[src/rtl/leitor_tab_arquivos_if.sv]
// rtl/leitor_tab_arquivos_if.sv - request, file-table and destination signals of the file-table reader
interface leitor_tab_arquivos_if;
  logic        iniciar;
  logic [31:0] enderecoBase;
  logic [31:0] enderecoDestBase;
  logic        pausa;
  logic [31:0] enderecoTab;
  logic [31:0] dadosTab;
  logic [31:0] enderecoDestino;
  logic [31:0] dadosDestino;
  logic        escreveDestino;
  logic        ocupado;
  logic        concluido;
  logic        erro;

  modport master (
    input  iniciar, enderecoBase, enderecoDestBase, pausa, dadosTab,
    output enderecoTab, enderecoDestino, dadosDestino, escreveDestino,
           ocupado, concluido, erro
  );

  modport slave (
    output iniciar, enderecoBase, enderecoDestBase, pausa, dadosTab,
    input  enderecoTab, enderecoDestino, dadosDestino, escreveDestino,
           ocupado, concluido, erro
  );
endinterface

[src/rtl/leitor_tab_arquivos.sv]
// rtl/leitor_tab_arquivos.sv - reads a file header length N and copies N payload words to a destination memory
module leitor_tab_arquivos #(
  parameter int TAB_PROFUNDIDADE = 201
) (
  input  logic                  clock,
  input  logic                  reset,
  leitor_tab_arquivos_if.master bus
);
  typedef enum logic [1:0] {OCIOSO, LE_CABECALHO, COPIA, FIM} estado_t;

  localparam logic [32:0] LP_TAB_ULTIMO = 33'(TAB_PROFUNDIDADE - 1);

  estado_t     r_estado;
  logic [31:0] r_base;
  logic [31:0] r_dest_base;
  logic [31:0] r_n;
  logic [31:0] r_i;
  logic [31:0] r_endereco_tab;
  logic [31:0] r_endereco_dest;
  logic        r_erro;

  logic [32:0] w_fim_arquivo;
  logic        w_copia;

  // Last payload address in 33 bits so a huge N cannot wrap past the check
  assign w_fim_arquivo = {1'b0, r_base} + {1'b0, bus.dadosTab};
  assign w_copia       = (r_estado == COPIA);

  always_ff @(posedge clock or negedge reset) begin
    if (!reset) begin
      r_estado        <= OCIOSO;
      r_base          <= '0;
      r_dest_base     <= '0;
      r_n             <= '0;
      r_i             <= '0;
      r_endereco_tab  <= '0;
      r_endereco_dest <= '0;
      r_erro          <= 1'b0;
    end else begin
      case (r_estado)
        OCIOSO: begin
          if (bus.iniciar) begin
            r_base         <= bus.enderecoBase;
            r_dest_base    <= bus.enderecoDestBase;
            r_endereco_tab <= bus.enderecoBase;
            r_erro         <= 1'b0;
            r_estado       <= LE_CABECALHO;
          end
        end
        LE_CABECALHO: begin
          r_n             <= bus.dadosTab;
          r_i             <= '0;
          r_endereco_dest <= r_dest_base;
          if (bus.dadosTab == 32'd0) begin
            r_endereco_tab <= '0;
            r_estado       <= FIM;
          end else if (w_fim_arquivo > LP_TAB_ULTIMO) begin
            r_erro         <= 1'b1;
            r_endereco_tab <= '0;
            r_estado       <= FIM;
          end else begin
            r_endereco_tab <= r_base + 32'd1;
            r_estado       <= COPIA;
          end
        end
        COPIA: begin
          if (!bus.pausa) begin
            if (r_i == r_n - 32'd1) begin
              r_endereco_tab <= '0;
              r_estado       <= FIM;
            end else begin
              r_i             <= r_i + 32'd1;
              r_endereco_tab  <= r_endereco_tab + 32'd1;
              r_endereco_dest <= r_endereco_dest + 32'd1;
            end
          end
        end
        FIM: begin
          r_estado <= OCIOSO;
        end
        default: begin
          r_estado <= OCIOSO;
        end
      endcase
    end
  end

  // Write strobe and data follow pausa/dadosTab in the same cycle
  assign bus.enderecoTab     = r_endereco_tab;
  assign bus.enderecoDestino = w_copia ? r_endereco_dest : 32'd0;
  assign bus.dadosDestino    = w_copia ? bus.dadosTab : 32'd0;
  assign bus.escreveDestino  = w_copia && !bus.pausa;
  assign bus.ocupado         = (r_estado != OCIOSO);
  assign bus.concluido       = (r_estado == FIM);
  assign bus.erro            = r_erro;
endmodule

[src/flat_wrapper.sv]
// flat-port wrapper written by rule: the top's interface ports become plain ports
module leitor_tab_arquivos_flat 
#(
  parameter int TAB_PROFUNDIDADE = 201
)
  (clock, reset, bus_iniciar, bus_enderecoBase, bus_enderecoDestBase, bus_pausa, bus_dadosTab, bus_enderecoTab, bus_enderecoDestino, bus_dadosDestino, bus_escreveDestino, bus_ocupado, bus_concluido, bus_erro);
  leitor_tab_arquivos_if bus_i ();
  input  logic clock;
  input  logic reset;
  input wire logic [$bits(bus_i.iniciar)-1:0] bus_iniciar;
  input wire logic [$bits(bus_i.enderecoBase)-1:0] bus_enderecoBase;
  input wire logic [$bits(bus_i.enderecoDestBase)-1:0] bus_enderecoDestBase;
  input wire logic [$bits(bus_i.pausa)-1:0] bus_pausa;
  input wire logic [$bits(bus_i.dadosTab)-1:0] bus_dadosTab;
  output wire logic [$bits(bus_i.enderecoTab)-1:0] bus_enderecoTab;
  output wire logic [$bits(bus_i.enderecoDestino)-1:0] bus_enderecoDestino;
  output wire logic [$bits(bus_i.dadosDestino)-1:0] bus_dadosDestino;
  output wire logic [$bits(bus_i.escreveDestino)-1:0] bus_escreveDestino;
  output wire logic [$bits(bus_i.ocupado)-1:0] bus_ocupado;
  output wire logic [$bits(bus_i.concluido)-1:0] bus_concluido;
  output wire logic [$bits(bus_i.erro)-1:0] bus_erro;
  assign bus_i.iniciar = bus_iniciar;
  assign bus_i.enderecoBase = bus_enderecoBase;
  assign bus_i.enderecoDestBase = bus_enderecoDestBase;
  assign bus_i.pausa = bus_pausa;
  assign bus_i.dadosTab = bus_dadosTab;
  assign bus_enderecoTab = bus_i.enderecoTab;
  assign bus_enderecoDestino = bus_i.enderecoDestino;
  assign bus_dadosDestino = bus_i.dadosDestino;
  assign bus_escreveDestino = bus_i.escreveDestino;
  assign bus_ocupado = bus_i.ocupado;
  assign bus_concluido = bus_i.concluido;
  assign bus_erro = bus_i.erro;
  leitor_tab_arquivos #(.TAB_PROFUNDIDADE(TAB_PROFUNDIDADE)) u_core (.clock(clock), .reset(reset), .bus(bus_i));
endmodule
[config.mk]
export PLATFORM = sky130hd
export DESIGN_NAME = leitor_tab_arquivos_flat
export DESIGN_NICKNAME = d
export VERILOG_FILES = /design/src/rtl/leitor_tab_arquivos_if.sv /design/src/rtl/leitor_tab_arquivos.sv /design/src/flat_wrapper.sv
export SDC_FILE = /design/constraint.sdc
export NUM_CORES = 1
export LEC_CHECK = 0
export ABC_AREA = 1
export BUFFER_PORTS_ARGS = -buffer_cell sky130_fd_sc_hd__buf_2
export CORE_ASPECT_RATIO = 0.75
export CORE_MARGIN = 1
export CORE_UTILIZATION = 54
export DETAILED_ROUTE_END_ITERATION = 10
export PLACE_DENSITY_LB_ADDON = 0.1
export SLEW_MARGIN = 20
export SYNTH_ARGS = -nofsm -noshare
export SYNTH_HDL_FRONTEND = slang
export SYNTH_SLANG_ARGS = --single-unit
[constraint.sdc]
create_clock -name clock -period 2.65 [get_ports clock]
set_clock_uncertainty 0.15 [all_clocks]
set_input_delay 0.3975 -clock clock [delete_from_list [all_inputs] [get_ports clock]]
set_output_delay 0.3975 -clock clock [all_outputs]
set_load 0.005 [all_outputs]
---- Word-level counts from Yosys, hierarchy flattened ----
Index checks and enable logic that the tools add are counted.
word-level totals
  latch bits .............................. 0
  output and inout port bits .............. 100
  word-level logic and storage cells ...... 62
  memories ................................ 0
  memory bits (writable) .................. 0
  input port bits ......................... 100
  register bits ........................... 195
  memory bits (read-only) ................. 0
operators by class
  $add $sub $neg .......................... 6
  bitwise logic cells ..................... 0
  div/mod/pow operators ................... 0
  reductions and logical operators ........ 13
  equal/unequal tests ..................... 10
  order comparisons ....................... 1
  shift-type cells ........................ 0
  muxes and demuxes ....................... 24
  multiply operators ...................... 0
operators by type and width
  cell                                                            count
  2-to-1 mux 32 bit                                               11
  adder 32 x 1 -> 32 bit, second input constant                   4
  one-hot mux 32 bit (2 select lines)                             2
  one-hot mux 32 bit (3 select lines)                             1
  adder 32 x 32 -> 33 bit                                         1
  greater-than comparator 33 x 8 -> 1 bit, second input constant  1
  == test 32 bit                                                  1
  zero test 32 bit                                                1
  subtractor 32 x 1 -> 32 bit, second input constant              1
  != test 2 bit, second input constant                            5
  AND reduction 3 bit                                             3
  2-to-1 mux 2 bit                                                4
  one-hot mux 2 bit (4 select lines)                              1
  nonzero test 2 bit                                              3
  == test 2 bit, second input constant                            2
  2-to-1 mux 1 bit                                                4
  AND reduction 4 bit                                             1
  nonzero test 3 bit                                              1
  == test 2 x 1 -> 1 bit, second input constant                   1
  zero test 2 bit                                                 1
  != test 2 x 1 -> 1 bit, second input constant                   1
  one-hot mux 1 bit (2 select lines)                              1
  AND reduction 2 bit                                             1
  logical AND 1 bit                                               1
  zero test 1 bit                                                 1

---- Logic depth before layout (Yosys ltp) ----
  word-level depth ........................ 5
  mapped depth ............................ 23
  depth with buffers taken out ............ 22

---- Worst setup path after synthesis ----
No wires, ideal clock.
  path kind ............................... reg2reg
  start point ............................. register u_core.r_base[0]
  end point ............................... register u_core.r_endereco_tab[2] (netlist: u_core.bus.enderecoTab[2])
  path slack .............................. -200 ps
  required time ........................... 2434 ps
  period minus slack after synthesis ...... 2850 ps
  cell stages (with the launch flop) ...... 23
  path buffers ............................ 1
  library setup time ...................... 66 ps
  data arrival time ....................... 2634 ps
  cells stage by stage .................... dfrtp_1 -> ha_1 -> fa_1 -> nand3_1 -> nand3_1 -> nand2_1 -> nand2_2 -> nand2_1 -> nand2_1 -> nand2_1 -> nand2_1 -> nand2_1 -> nand2_1 -> nor2_1 -> nand2_1 -> nor2_1 -> nand2_1 -> nand2_2 -> buf_2 -> nand4_1 -> nand2_1 -> nand2_1 -> nand2_1
between the ends
  longest elaborated chain between the ends .. 5
  elaborated cells between the ends (all ways) .. 6
  classes of those cells .................. add/sub: 2; order compare: 1; mux: 3
RTL lines
  item                                     RTL line                   text
  start, declared                          leitor_tab_arquivos.sv:14  logic [31:0] r_base;
  start signal, assigned                   leitor_tab_arquivos.sv:43  r_base <= bus.enderecoBase;
  adder 32 x 32 -> 33 bit                  leitor_tab_arquivos.sv:26  assign w_fim_arquivo = {1'b0, r_base} + {1'b0, bus.dadosTab};
  greater-than comparator 33 x 8 -> 1 bit  leitor_tab_arquivos.sv:57  end else if (w_fim_arquivo > LP_TAB_ULTIMO) begin
  2-to-1 mux 32 bit *                      leitor_tab_arquivos.sv:57
  2-to-1 mux 32 bit *                      leitor_tab_arquivos.sv:54  if (bus.dadosTab == 32'd0) begin
  one-hot mux 32 bit (3 select lines) *    leitor_tab_arquivos.sv:40  case (r_estado)
  end signal, assigned                     leitor_tab_arquivos.sv:45  r_endereco_tab <= bus.enderecoBase;
  end signal, assigned                     leitor_tab_arquivos.sv:62  r_endereco_tab <= r_base + 32'd1;
  end signal, assigned                     leitor_tab_arquivos.sv:73  r_endereco_tab <= r_endereco_tab + 32'd1;
  end, declared                            leitor_tab_arquivos.sv:18  logic [31:0] r_endereco_tab;
Every way passes the cells marked *; elsewhere a longest branch is shown, timed or not.
A chain may end at the register's enable or synchronous reset.

---- Final worst setup path ----
  start point ............................. register u_core.r_base[10]
  end point ............................... register u_core.r_endereco_tab[13] (netlist: u_core.bus.enderecoTab[13])
Same word-level chain as after synthesis.

==> metrics <==
Final Routed Wirelength=about 63,000 um; # port buffers=about 200; starting density of the core=0.558; Final Worst Setup Slack=-0.454 ns; Initial DRC Count=about 2,100; Yosys top cell area share=0.296; antenna-violating nets left=0; Post-Syn Instances=~2,700; weighted congestion reported at the end of routability-driven placement=between 1 and 1.5; nature of the critical path startpoint=flip-flop; Clock Latency Late Sink=0.47 ns; count of different cell masters after synthesis=46; H-tree depth reported by CTS=4; largest voltage drop on the vdd net=around 0.75 mV; kind of end point of the critical path=flip-flop; clk sinks=~200; reported leakage power=around 12 nW; Die X-Extent=approximately 200 um; WL met2=between 20,000 and 30,000 um; fraction of final layout cells with drive strength greater than 1=0.269; startpoint-to-endpoint class of the critical path=reg -> reg; power after layout=roughly 27 mW; adder and majority cell fraction of the synthesized area=0.0324; number of fill cells in the layout=~2,300; largest driver fanout on the critical path=8; global-route wire length before repair=approximately 96,000 um; DP Cell Count=around 3,400; CTS max path bufs=2; worst-margin pin slew=roughly 0.71 ns; initial antenna violation count=1; most used standard cells in the synthesized netlist=904 x nand2_1, 392 x inv_1, 259 x nor2_1, 195 x dfrtp_1, 146 x nand3_1; data required time of the worst path=2.91 ns; clock tree from TritonCTS=yes; total half-perimeter wirelength after legalization and detailed placement=roughly 44,000 um; TritonCTS buffer count=17; Max Fclk=322 MHz; routed wire length on met3=5750 um; DRT met1 WL=between 20,000 and 30,000 um; largest family of logic cells by synthesized area=simple AND/OR/NAND/NOR gates; total area of multi-input combinational cells=roughly 0.011 sq mm; 1st-pass router iterations=6; final worst-path cycle share=1.17; Via-to-Cell Ratio=between 5 and 6; floorplan row count=54; overall fraction of global-route tracks in use=0.391; Hold WC Path Type=in -> reg; simple-gate share of the synthesized area=0.387; Fin. Hold Viols=0; number of top-level pins=200; unrepaired setup endpoints after global routing=yes; largest area contributor in the synthesized netlist=dfrtp_1; share of synthesized area occupied by flip-flops and latches=0.296; Synth Area per Inst=6.18 sq um; violated checks=negative setup slack; area added between synthesis and finish=34.8%; share of synthesized area spent on multiplexers=0.0199; outcome=complete, but fails checks; setup-violating endpoint count in the final report=98; Slew headroom=0.525; height of the die=~150 um; Root Buffer Master=clkbuf_16; highest metal layer with signal wires=met4; NumNets Final=approximately 3,200; async set-or-reset flop fraction in the synthesized netlist=1.00; final routed wire length divided by cell count=18.1 um; Clock Pin Slew Worst Setup and Hold Paths=around 0.080 ns; net count of the mapped netlist=roughly 2,800; Remaining Overflow, GRT=0; Pwr Density=1210 mW/mm^2; area of the die=0.0312 sq mm; number of enable flip-flop cells after synthesis=0; most used flip-flop cell after synthesis=dfrtp_1; Core Area=about 0.03 sq mm; final critical-path required period=about 3.1 ns; count of max-cap constraint violations=0; cell types occupying the most area after synthesis=dfrtp_1 30%, nand2_1 21%, inv_1 8.9%, nor2_1 5.9%, xor2_1 4.9%; fraction of synthesized cell area in xor and xnor cells=0.0622; most common cell in the netlist=nand2_1; via total after detailed routing=between 15,000 and 20,000; post-route non-filler standard cell count=3,495; complex-gate fraction of the synthesized area=0.0783; pins over their slew limit=0; flip-flop and latch count after synthesis=a little under 200; Yosys warning total=0; post-synthesis instance area=between 0.015 and 0.02 sq mm; DRC errors left=0; vias in the first global route=18,200; Arrival @ worst endpoint=around 3.4 ns; pin count of the biggest net entering global routing=66; sequential cell area in the final layout=between 0.004 and 0.005 sq mm
-- cell families after synthesis --
family | after synthesis
buf+inv | 514
compound gates | 251
flops | 195
mux | 30
xor+xnor | 117
fa+ha+maj | 42
simple gates | 1515
-- final cells by class --
type                            count  area share
Multi-Input combinational cell   1956       0.483
Sequential cell                   195       0.220
Timing Repair Buffer              489       0.173
Inverter                          430      0.0730
Tap cell                          392      0.0221
Clock buffer                       17      0.0192
Clock inverter                     15     0.00947
Antenna cell                        1    0.000113
-- cells in the final DEF, fill, tap and decap left out, types with 74 or more instances in the layout --
cell type	n
nand2_1	810
inv_1	388
nor2_1	227
buf_4	226
buf_2	198
dfrtp_1	185
nand3_1	138
xor2_1	92
a21oi_1	86
o21ai_0	74
-- state kept, by name, indices dropped and copies added, names as in the netlist --
signal,cells
u_core.bus.enderecoTab,32
u_core.r_base,32
u_core.r_dest_base,32
u_core.r_endereco_dest,32
u_core.r_i,32
u_core.r_n,32
u_core.r_estado,2
u_core.bus.erro,1
-- per-layer routing --
metal,global-route usage,vias up
li1,-,9173
met1,0.532,9129
met2,0.618,1011
met3,0.0710,180
met4,0.145,0
met5,0,-
-- metrics by stage --
| stage | setup TNS, ns | hold slack (ns) | utilization | worst slack (ns) | instance area [sq um] |
|---|---|---|---|---|---|
| final | -36.73 | 0.00151 | 0.752 | -0.454 | 22200 |
| after global routing | -49.81 | 0.00544 | 0.752 | -0.565 | 22200 |
| after CTS | -25.36 | 0.000261 | 0.728 | -0.427 | 21500 |
| after detailed placement | -27.19 | 0.239 | 0.658 | -0.582 | 19400 |
| after global placement | -24.77 | 0.236 | 0.658 | -0.616 | 19400 |
| after floorplan | 0 | -0.0481 | - | 0.00209 | 16500 |
-- report_power, final --
part | switching, mW | internal, mW | leakage [nW]
clock | 1.39 | 1.46 | 0.306
combinational | 10.5 | 7.81 | 9.21
sequential | 1.54 | 4.26 | 2.42
total | 13.4 | 13.5 | 11.9
-- final timing paths --
| path | from | endpoint | slack, ns | cells past startpoint |
|---|---|---|---|---|
| max in group asynchronous | reset | u_core.r_base[18] | 1.19 | 3 |
| hold reg to reg | u_core.r_dest_base[13] | u_core.r_dest_base[13] | 0.36 | 1 |
| hold / removal | bus_enderecoDestBase[20] | u_core.r_dest_base[20] | 0.002 | 2 |
| setup / recovery | u_core.r_base[10] | u_core.bus.enderecoTab[13] | -0.45 | 20 |
| setup reg to reg | u_core.r_base[10] | u_core.bus.enderecoTab[13] | -0.45 | 20 |
| min in group asynchronous | reset | u_core.r_i[0] | 0.34 | 2 |
-- worst max-delay path: stages (launching register included) --
cell	delay, ns
dfrtp_2	0.47
ha_4	0.23
buf_4	0.15
nand2_1	0.07
nand2_1	0.07
nand2_1	0.07
nand2_2	0.08
a21oi_2	0.17
nor2_1	0.06
nor2_1	0.18
nand2_1	0.09
nand2_1	0.13
nand2_1	0.11
nor2_1	0.11
nand3_1	0.11
nor2_4	0.25
buf_6	0.22
nand4_1	0.11
nand2_1	0.08
nand2_1	0.06
nand2_1	0.06
-- timing repair --
item	CTS	global route
gates cloned	21	4
pin swaps	37	47
endpoints found under the hold margin	50	0
setup endpoints to repair	105	107
hold buffers	2	0
buffers inserted	43	18
gates resized for setup	158	192
Power figures use the tool's default switching activity.
